### config.mk
export PLATFORM = sky130hd
export DESIGN_NAME = aes_sbox_pipe
export DESIGN_NICKNAME = d
export VERILOG_FILES = /design/src/rtl/aes_sbox_pkg.sv /design/src/rtl/sbox_lane.sv /design/src/rtl/aes_sbox_pipe.sv
export SDC_FILE = /design/constraint.sdc
export NUM_CORES = 1
export LEC_CHECK = 0
export BUFFER_PORTS_ARGS = -buffer_cell sky130_fd_sc_hd__buf_2
export CAP_MARGIN = 0
export CORE_MARGIN = 2
export CORE_UTILIZATION = 39
export CTS_CLUSTER_DIAMETER = 60
export DETAILED_ROUTE_END_ITERATION = 6
export PLACE_DENSITY = 0.55
export SLEW_MARGIN = 20
export SYNTH_ARGS = -nofsm -noshare
export SYNTH_HDL_FRONTEND = slang
export SYNTH_SLANG_ARGS = --single-unit
### constraint.sdc
create_clock -name clk_i -period 4.5 [get_ports clk_i]
set_input_delay 0.9 -clock clk_i [delete_from_list [all_inputs] [get_ports clk_i]]
set_output_delay 0.9 -clock clk_i [all_outputs]
set_load 0.02 [all_outputs]
### src/rtl/aes_sbox_pkg.sv
// Types, affine constants and GF(2^4) composite-field helpers for the AES S-box pipeline.
// GF(16) uses x^4 + x + 1; GF((2^4)^2) uses y^2 + y + {e}.
package aes_sbox_pkg;

  typedef enum logic {SBOX_FWD, SBOX_INV} sbox_mode_e;

  localparam logic [7:0] AFF_FWD_C = 8'h63;
  localparam logic [7:0] AFF_INV_C = 8'h05;

  function automatic logic [3:0] gf16_mul(logic [3:0] a, logic [3:0] b);
    logic [3:0] p;
    logic [3:0] t;
    p = '0;
    t = a;
    for (int i = 0; i < 4; i++) begin
      if (b[i]) p = p ^ t;
      t = {t[2:0], 1'b0} ^ (t[3] ? 4'h3 : 4'h0);
    end
    return p;
  endfunction

  function automatic logic [3:0] gf16_sq(logic [3:0] a);
    return gf16_mul(a, a);
  endfunction

  function automatic logic [3:0] gf16_mul_e(logic [3:0] a);
    return gf16_mul(a, 4'he);
  endfunction

  // a^-1 = a^14 = a^2 * a^4 * a^8; maps 0 to 0.
  function automatic logic [3:0] gf16_inv(logic [3:0] a);
    logic [3:0] a2, a4, a8;
    a2 = gf16_sq(a);
    a4 = gf16_sq(a2);
    a8 = gf16_sq(a4);
    return gf16_mul(gf16_mul(a2, a4), a8);
  endfunction

  // GF(2^8) polynomial basis -> {high, low} nibbles in GF((2^4)^2).
  function automatic logic [7:0] gf_map(logic [7:0] a);
    logic       t_a, t_b, t_c;
    logic [3:0] h, l;
    t_a  = a[1] ^ a[7];
    t_b  = a[5] ^ a[7];
    t_c  = a[4] ^ a[6];
    l[0] = t_c ^ a[0] ^ a[5];
    l[1] = a[1] ^ a[2];
    l[2] = t_a;
    l[3] = a[2] ^ a[4];
    h[0] = t_c ^ a[5];
    h[1] = t_a ^ t_c;
    h[2] = t_b ^ a[2] ^ a[3];
    h[3] = t_b;
    return {h, l};
  endfunction

  function automatic logic [7:0] gf_imap(logic [7:0] x);
    logic       t_a, t_b;
    logic [3:0] h, l;
    logic [7:0] a;
    h    = x[7:4];
    l    = x[3:0];
    t_a  = l[1] ^ h[3];
    t_b  = h[0] ^ h[1];
    a[0] = l[0] ^ h[0];
    a[1] = t_b ^ h[3];
    a[2] = t_a ^ t_b;
    a[3] = t_b ^ l[1] ^ h[2];
    a[4] = t_a ^ t_b ^ l[3];
    a[5] = t_b ^ l[2];
    a[6] = t_a ^ l[2] ^ l[3] ^ h[0];
    a[7] = t_b ^ l[2] ^ h[3];
    return a;
  endfunction

  function automatic logic [7:0] aff_fwd(logic [7:0] a);
    return a ^ {a[6:0], a[7]} ^ {a[5:0], a[7:6]} ^ {a[4:0], a[7:5]} ^ {a[3:0], a[7:4]}
           ^ AFF_FWD_C;
  endfunction

  function automatic logic [7:0] aff_inv(logic [7:0] b);
    return {b[6:0], b[7]} ^ {b[4:0], b[7:5]} ^ {b[1:0], b[7:2]} ^ AFF_INV_C;
  endfunction

endpackage

### src/rtl/sbox_lane.sv
// One byte lane of the S-box: combinational front half (up to the GF(16) inverse) and back half.
// Inverse-mode ports exist only when AES_SBOX_INV_EN is defined.
module sbox_lane
  import aes_sbox_pkg::*;
(
`ifdef AES_SBOX_INV_EN
  input  logic       mode_f_i,
  input  logic       mode_b_i,
`endif
  input  logic [7:0] data_i,
  output logic [3:0] ah_o,
  output logic [3:0] hl_o,
  output logic [3:0] dinv_o,
  input  logic [3:0] ah_i,
  input  logic [3:0] hl_i,
  input  logic [3:0] dinv_i,
  output logic [7:0] data_o
);

  logic [7:0] pre;
  logic [7:0] mapped;
  logic [3:0] al;
  logic [3:0] nrm;
  logic [7:0] inv_byte;

`ifdef AES_SBOX_INV_EN
  assign pre = (sbox_mode_e'(mode_f_i) == SBOX_INV) ? aff_inv(data_i) : data_i;
`else
  assign pre = data_i;
`endif

  assign mapped = gf_map(pre);
  assign ah_o   = mapped[7:4];
  assign al     = mapped[3:0];
  assign hl_o   = ah_o ^ al;
  // Norm of (ah*y + al) over GF(16): ah^2*{e} + ah*al + al^2.
  assign nrm    = gf16_mul_e(gf16_sq(ah_o)) ^ gf16_mul(ah_o, al) ^ gf16_sq(al);
  assign dinv_o = gf16_inv(nrm);

  assign inv_byte = gf_imap({gf16_mul(ah_i, dinv_i), gf16_mul(hl_i, dinv_i)});

`ifdef AES_SBOX_INV_EN
  assign data_o = (sbox_mode_e'(mode_b_i) == SBOX_INV) ? inv_byte : aff_fwd(inv_byte);
`else
  assign data_o = aff_fwd(inv_byte);
`endif

endmodule

### src/rtl/aes_sbox_pipe.sv
// Two-stage, multi-lane AES S-box with valid/ready handshake on both sides.
// Define AES_SBOX_INV_EN to support the inverse S-box selected by mode_i.
module aes_sbox_pipe
  import aes_sbox_pkg::*;
#(
  parameter int unsigned LANES = 4
) (
  input  logic               clk_i,
  input  logic               rst_ni,
  input  logic               clear_i,
  input  logic               in_valid_i,
  output logic               in_ready_o,
  input  logic               mode_i,
  input  logic [8*LANES-1:0] data_i,
  output logic               out_valid_o,
  input  logic               out_ready_i,
  output logic [8*LANES-1:0] data_o,
  output logic               busy_o
);

  logic va_q, va_d, vb_q, vb_d;
  logic ready_a, ready_b, load_a, load_b;

  logic [4*LANES-1:0] ah_f, hl_f, dinv_f;
  logic [4*LANES-1:0] ah_q, hl_q, dinv_q;
  logic [8*LANES-1:0] data_b, data_q;

`ifdef AES_SBOX_INV_EN
  sbox_mode_e mode_q;
`else
  logic unused_mode;
  assign unused_mode = mode_i;
`endif

  assign ready_b    = !vb_q || out_ready_i;
  assign ready_a    = !va_q || ready_b;
  assign in_ready_o = ready_a;
  assign load_a     = in_valid_i && ready_a && !clear_i;
  assign load_b     = va_q && ready_b && !clear_i;

  always_comb begin
    va_d = va_q;
    vb_d = vb_q;
    if (clear_i) begin
      va_d = 1'b0;
      vb_d = 1'b0;
    end else begin
      if (ready_a) va_d = in_valid_i;
      if (ready_b) vb_d = va_q;
    end
  end

  always_ff @(posedge clk_i or negedge rst_ni) begin
    if (!rst_ni) begin
      va_q <= 1'b0;
      vb_q <= 1'b0;
    end else begin
      va_q <= va_d;
      vb_q <= vb_d;
    end
  end

  always_ff @(posedge clk_i or negedge rst_ni) begin
    if (!rst_ni) begin
      ah_q   <= '0;
      hl_q   <= '0;
      dinv_q <= '0;
`ifdef AES_SBOX_INV_EN
      mode_q <= SBOX_FWD;
`endif
    end else if (load_a) begin
      ah_q   <= ah_f;
      hl_q   <= hl_f;
      dinv_q <= dinv_f;
`ifdef AES_SBOX_INV_EN
      mode_q <= sbox_mode_e'(mode_i);
`endif
    end
  end

  always_ff @(posedge clk_i or negedge rst_ni) begin
    if (!rst_ni) begin
      data_q <= '0;
    end else if (load_b) begin
      data_q <= data_b;
    end
  end

  for (genvar k = 0; k < LANES; k++) begin : g_lane
    sbox_lane u_lane (
`ifdef AES_SBOX_INV_EN
      .mode_f_i (mode_i),
      .mode_b_i (mode_q),
`endif
      .data_i   (data_i[8*k +: 8]),
      .ah_o     (ah_f[4*k +: 4]),
      .hl_o     (hl_f[4*k +: 4]),
      .dinv_o   (dinv_f[4*k +: 4]),
      .ah_i     (ah_q[4*k +: 4]),
      .hl_i     (hl_q[4*k +: 4]),
      .dinv_i   (dinv_q[4*k +: 4]),
      .data_o   (data_b[8*k +: 8])
    );
  end

  assign out_valid_o = vb_q;
  assign data_o      = data_q;
  assign busy_o      = va_q || vb_q;

endmodule

======== Word level (Yosys, flattened, before mapping) ========
Index checks and enable logic that the tools add are counted.
cells by class
  bitwise gates (word level) .............. 364
  reductions and logical operators ........ 12
  multiplexer cells ....................... 272
operators by type and width
  operator            count
  4-bit XOR           248
  4-bit two-way mux   160
  2-bit two-way mux   108
  8-bit XOR           16
  1-bit XOR           96
  4-bit inverter      4
  1-bit logical AND   4
  1-bit two-way mux   4
  2-bit nonzero test  2
  1-bit zero test     3
  1-bit logical OR    3
word-level totals
  word-level logic and storage cells ...... 654
  register bits after elaboration ......... 82
  output and inout bits ................... 35

======== Logic depth before layout (Yosys ltp) ========
  depth after elaboration ................. 50
  depth in mapped cells ................... 19
  depth with buffers taken out ............ 15

======== By module ========
Synthesis repeated with hierarchy kept, for this count alone.
unflattened totals
  cell total of the unflattened synthesis .. 1312
  area total of the unflattened synthesis .. 11290.8 µm²
by module, submodules not included
  module                            cells each  area each (µm²)  times used
  sbox_lane (g_lane[2].u_lane ...)  299         2028.2           2
  sbox_lane (g_lane[0].u_lane ...)  267         2026.9           2
  aes_sbox_pipe                     180         3180.6           1

======== Least setup slack after synthesis ========
OpenSTA, ideal clock, no wires.
  path kind ............................... input to register
  start ................................... input port data_i[7]
  end ..................................... register dinv_q[0]
  data required time ...................... 4349 ps
  path slack .............................. 491 ps
  stages .................................. 16
  data arrival time ....................... 3858 ps
  path buffers ............................ 3
  path through ............................ buf_6 > xor2_4 > xnor2_2 > mux2_2 > nor4_1 > o21ai_1 > nand2_2 > inv_2 > buf_4 > ha_1 > or2_2 > buf_1 > o311ai_0 > a31oi_1 > o211ai_1 > o311ai_0
on the way
  word-level cells in the longest chain between the ends .. 47
  elaborated cells between the ends (all ways) .. 105
ends and longest elaborated chain
  element                                                 RTL line                                RTL
  start: declaration                                      aes_sbox_pipe.sv:14                     input logic [8*LANES-1:0] data_i,
  1-bit XOR                                               aes_sbox_pkg.sv:44                      t_b = a[5] ^ a[7];
  1-bit XOR (2 in series)                                 aes_sbox_pkg.sv:52                      h[2] = t_b ^ a[2] ^ a[3];
  4-bit XOR or 4-bit two-way mux (tied branches)          aes_sbox_pkg.sv:17, aes_sbox_pkg.sv:16
  4-bit XOR or 2-bit two-way mux (tied branches)          aes_sbox_pkg.sv:16, aes_sbox_pkg.sv:17
  4-bit two-way mux or 4-bit XOR (tied branches)          aes_sbox_pkg.sv:16, aes_sbox_pkg.sv:17
  4-bit XOR                                               aes_sbox_pkg.sv:16                      if (b[i]) p = p ^ t;
  4-bit two-way mux                                       aes_sbox_pkg.sv:16
  4-bit XOR                                               aes_sbox_pkg.sv:16
  [30 not listed]                                         --
  4-bit two-way mux or 2-bit two-way mux (tied branches)  aes_sbox_pkg.sv:16, aes_sbox_pkg.sv:17
  4-bit two-way mux or 4-bit XOR (tied branches)          aes_sbox_pkg.sv:16, aes_sbox_pkg.sv:17
  4-bit XOR                                               aes_sbox_pkg.sv:16
  4-bit two-way mux                                       aes_sbox_pkg.sv:16
  4-bit XOR                                               aes_sbox_pkg.sv:16
  4-bit two-way mux                                       aes_sbox_pkg.sv:16
  4-bit XOR                                               aes_sbox_pkg.sv:16
  4-bit two-way mux *                                     aes_sbox_pkg.sv:16
  end signal: assignment                                  aes_sbox_pipe.sv:74                     dinv_q <= dinv_f;
  end: declaration                                        aes_sbox_pipe.sv:25                     logic [4*LANES-1:0] ah_q, hl_q, dinv_q;
Mark *: on every way between the ends. The rest lies on a longest branch, timed or not.
A chain may end at the register's enable or synchronous reset.

======== Worst setup path after layout ========
  start ................................... input port data_i[7]
  end ..................................... register dinv_q[1]
Same word-level chain as after synthesis.

==> metrics.md <==
| Metric | Value |
|---|---|
| Number of antenna diodes | `0` |
| TritonCTS clock tree | `built` |
| Finish-stage setup viols | `0` |
| Total power density per cell area | `between 800 and 900 nW/um^2` |
| Top-Level Pins | `73` |
| Final setup skew | `around 0.007 ns` |
| Syn nets | `1350` |
| Transition time at the pin with the least slew margin | `about 1.0 ns` |
| HPWL Detailed | `between 15000 and 20000 um` |
| Post-route antenna net violation count | `0` |
| Most common cell on crit path | `nor2_1` |
| Routability congestion estimate | `just over 0.8` |
| Number of clock sinks | `82` |
| Crit Path Category | `in2reg` |
| Leakage power summed over all cells | `between 0.004 and 0.005 uW` |
| Top cells by count, synth | `217 x nand2_1, 167 x xnor2_1, 107 x o21ai_0, 82 x dfrtp_1, 77 x xor2_1` |
| Share of the clock period used by the worst path | `0.886` |
| Vias in the first global route | `7830` |
| Violation count after the first detailed-route iteration | `~630` |
| Largest net degree at the start of global routing | `62` |
| Horizontal die dimension | `between 150 and 200 um` |
| Type of the most critical hold path | `reg2reg` |
| Number of design rule violations left after detail routing | `0` |
| Post-synth cell types | `81` |
| Worst-Skew Late Latency | `about 0.35 ns` |
| Clock tree root driver cell | `clkbuf_16` |
| Worst Setup End Kind | `flip-flop` |
| Synth top area cells | `dfrtp_1 20%, xnor2_1 15%, nand2_1 8.1%` |
| Post-CTS setup buffers | `0` |
| Setup TNS Final | `0 ns` |
| Average wire per cell in the routed design | `roughly 14 um` |
| Critical-path maximum fanout | `9` |
| Achievable clock frequency | `between 200 and 300 MHz` |
| Total wire length | `roughly 23000 um` |
| Endpoint required time on the critical path | `~4.7 ns` |
| Final hold violations | `0` |
| Hold-fix buffers at CTS | `0` |
| Peak supply drop | `about 0.00057 V` |
| Tot Pwr | `about 9000 uW` |
| Routed length on met1 | `between 10000 and 15000 um` |
| Number of warnings reported in the yosys synthesis log | `0` |
| Cell type of the slowest stage on the worst timing path | `a2111oi_0` |
| Met2 WL post-DR | `between 10000 and 15000 um` |
| Cell-by-cell trace of the critical path | `buf_2 > xor2_4 > xnor2_2 > o22ai_1 > a2111oi_0 > o21ai_1 > nand2_2 > inv_2 > ha_1 > nor2_1 > buf_4 > nor2_1 > o21ai_0 > a221oi_1 > o41ai_1` |
| NumNets Final | `roughly 1.4k` |
| Max-slew violation count | `0` |
| Starting density of the core | `0.399` |
| Via count | `around 8.7k` |
| Buffer and inverter count on the worst path | `3` |
| Top layer reached by signal wires | `met4` |
| Deepest clock path buffer count | `2` |
| Startpoint Class | `input pin` |
| Setup repair after global routing missed its margin | `no` |
| Mean post-synth cell area | `7.75 um^2` |
| Min Tclk post-route | `around 4.0 ns` |
| CP peak stage delay | `between 0.7 and 0.8 ns` |
| Count of input and output buffers | `71` |
| Die Outline Area | `roughly 27000 um^2` |
| Share of synthesized flip-flops with an asynchronous set or reset | `1.00` |
| Post-DR vias/cell | `5.28` |
| Family with the most delay on the worst path | `compound AO/OA/AOI/OAI gates` |
| Global Route Usage Sum | `0.170` |
| Cell taking the most area after synthesis | `dfrtp_1` |
| Post-CTS sizing | `0` |
| Global route total overflow | `0` |
| Number of synthesized flops with an enable pin | `0` |
| Most frequently used cell type in the post-synthesis netlist | `nand2_1` |
| Clock slew at the register clock pins of the worst setup and hold paths | `~0.07 ns` |
| Core box area | `around 25000 um^2` |
| Run status | `completed` |
| Arrival time of the worst setup path | `about 4.2 ns` |
| Routed length on met3 | `around 760 um` |
| Layout cells sized above 1 | `0.145` |
| Prevailing post-synth register cell | `dfrtp_1` |
| Synthesized instance count | `about 1.3k` |
| Initial antenna violation count | `0` |
| Worst slew margin relative to its limit | `0.306` |
| Number of buffers inserted during clock tree synthesis | `9` |
| Area share of the largest cell type after synthesis | `0.204` |
| Global-route wire length before repair | `roughly 39000 um` |
| Drt first pass iters | `7` |
| # rows | `58` |
| Netlist area before placement | `between 10000 and 15000 um^2` |
| Max Cap Viol | `0` |
| Seq/Total Area, Yosys | `0.204` |
| H-tree Lvls | `3` |
| Area overhead of the layout relative to synthesis | `8.43%` |
| Vertical extent of the die | `between 150 and 200 um` |
| FF+latch count, synth | `82` |
-- flip-flops by register name (all words and copies together) (netlist names) --
register and cells:
data_o 32, hl_q 16, out_valid_o 1, ah_q 16
dinv_q 16, va_q 1
-- worst reg2reg max path, cell delays in order, from the launching register on --
cell     delay (ns)
dfrtp_1        0.66
nand2_1        0.13
xnor2_1        0.16
xnor2_1        0.41
xnor3_1        0.50
xor3_1         0.24
xnor2_1        0.28
xnor2_1        0.20
xnor2_1        0.15
o21ai_1        0.07
-- power by group --
group          switching (uW)  internal [uW]
registers                 465           1010
logic                    3600           3150
clock network             335            435
total                    4400           4590
-- logic make-up after synthesis --
logic type                 Yosys count  synth area share
DFF                                 82             0.204
buffers and inverters              149            0.0647
and+or+nand+nor                    418             0.193
adders and majority gates           17            0.0200
AOI/OAI and AO/OA                  325             0.210
muxes                               34            0.0360
xor gates and xnor gates           275             0.273
-- through the flow --
step	hold slack, ns	cells	util	setup slack, ns	area (um^2)
after floorplan	0.523	1300	-	0.491	10100
after global placement	0.458	1628	0.420	0.326	10600
after detailed placement	0.465	1628	0.420	0.241	10600
after CTS	0.481	1644	0.432	0.575	10900
after global routing	0.510	1644	0.432	0.227	10900
final	0.472	1644	0.432	0.511	10900
-- final timing paths --
path                                  from    endpoint  slack (ns)  cells past startpoint
max in group asynchronous           rst_ni   dinv_q[6]        3.03                      2
worst max register to register  dinv_q[15]  data_o[24]        1.55                      9
worst min-delay path             data_o[6]   data_o[6]        0.47                      2
worst max-delay path             data_i[7]   dinv_q[1]        0.51                     15
worst min register to register   data_o[6]   data_o[6]        0.47                      2
min in group asynchronous           rst_ni    hl_q[14]        0.60                      1
-- cell type report --
type,count,area [um^2]
well taps,330,413
fillers,2604,14300
repair buffers,109,643
clock inverters,7,77.6
flip-flops and latches,82,2050
inverters,38,143
clock buffers,9,225
multi-input cells,1069,7370
-- routing by layer --
layer,vias to the layer above,global-route usage
li1,4510,-
met1,4016,0.249
met2,144,0.266
met3,16,0.0213
met4,0,0.0419
met5,-,0
-- layout by cell type (no fill, tap or decap), types with 5 or more instances in the layout --
master	count
o21a_1	6
or3_1	7
nor3_1	15
a31oi_1	8
xor2_2	6
ha_1	12
and2_1	6
mux2i_1	16
o22ai_1	11
xnor2_2	12
nor2_1	52
xnor3_1	5
nor2b_1	14
a211oi_1	17
nor4_1	11
dfrtp_1	82
xnor2_1	167
nand3_1	30
buf_4	39
a22oi_1	23
a21o_1	7
nand2_1	217
o21ai_0	107
a21oi_1	52
xor2_1	77
nand3b_1	10
a32oi_1	5
or2_2	8
mux2_2	18
o31ai_1	13
nor3b_1	13
and3_1	6
buf_2	70
clkbuf_16	9
inv_1	34
o211ai_1	16
nand2b_1	13
o221ai_1	11
(Power assumes the default switching activity.)
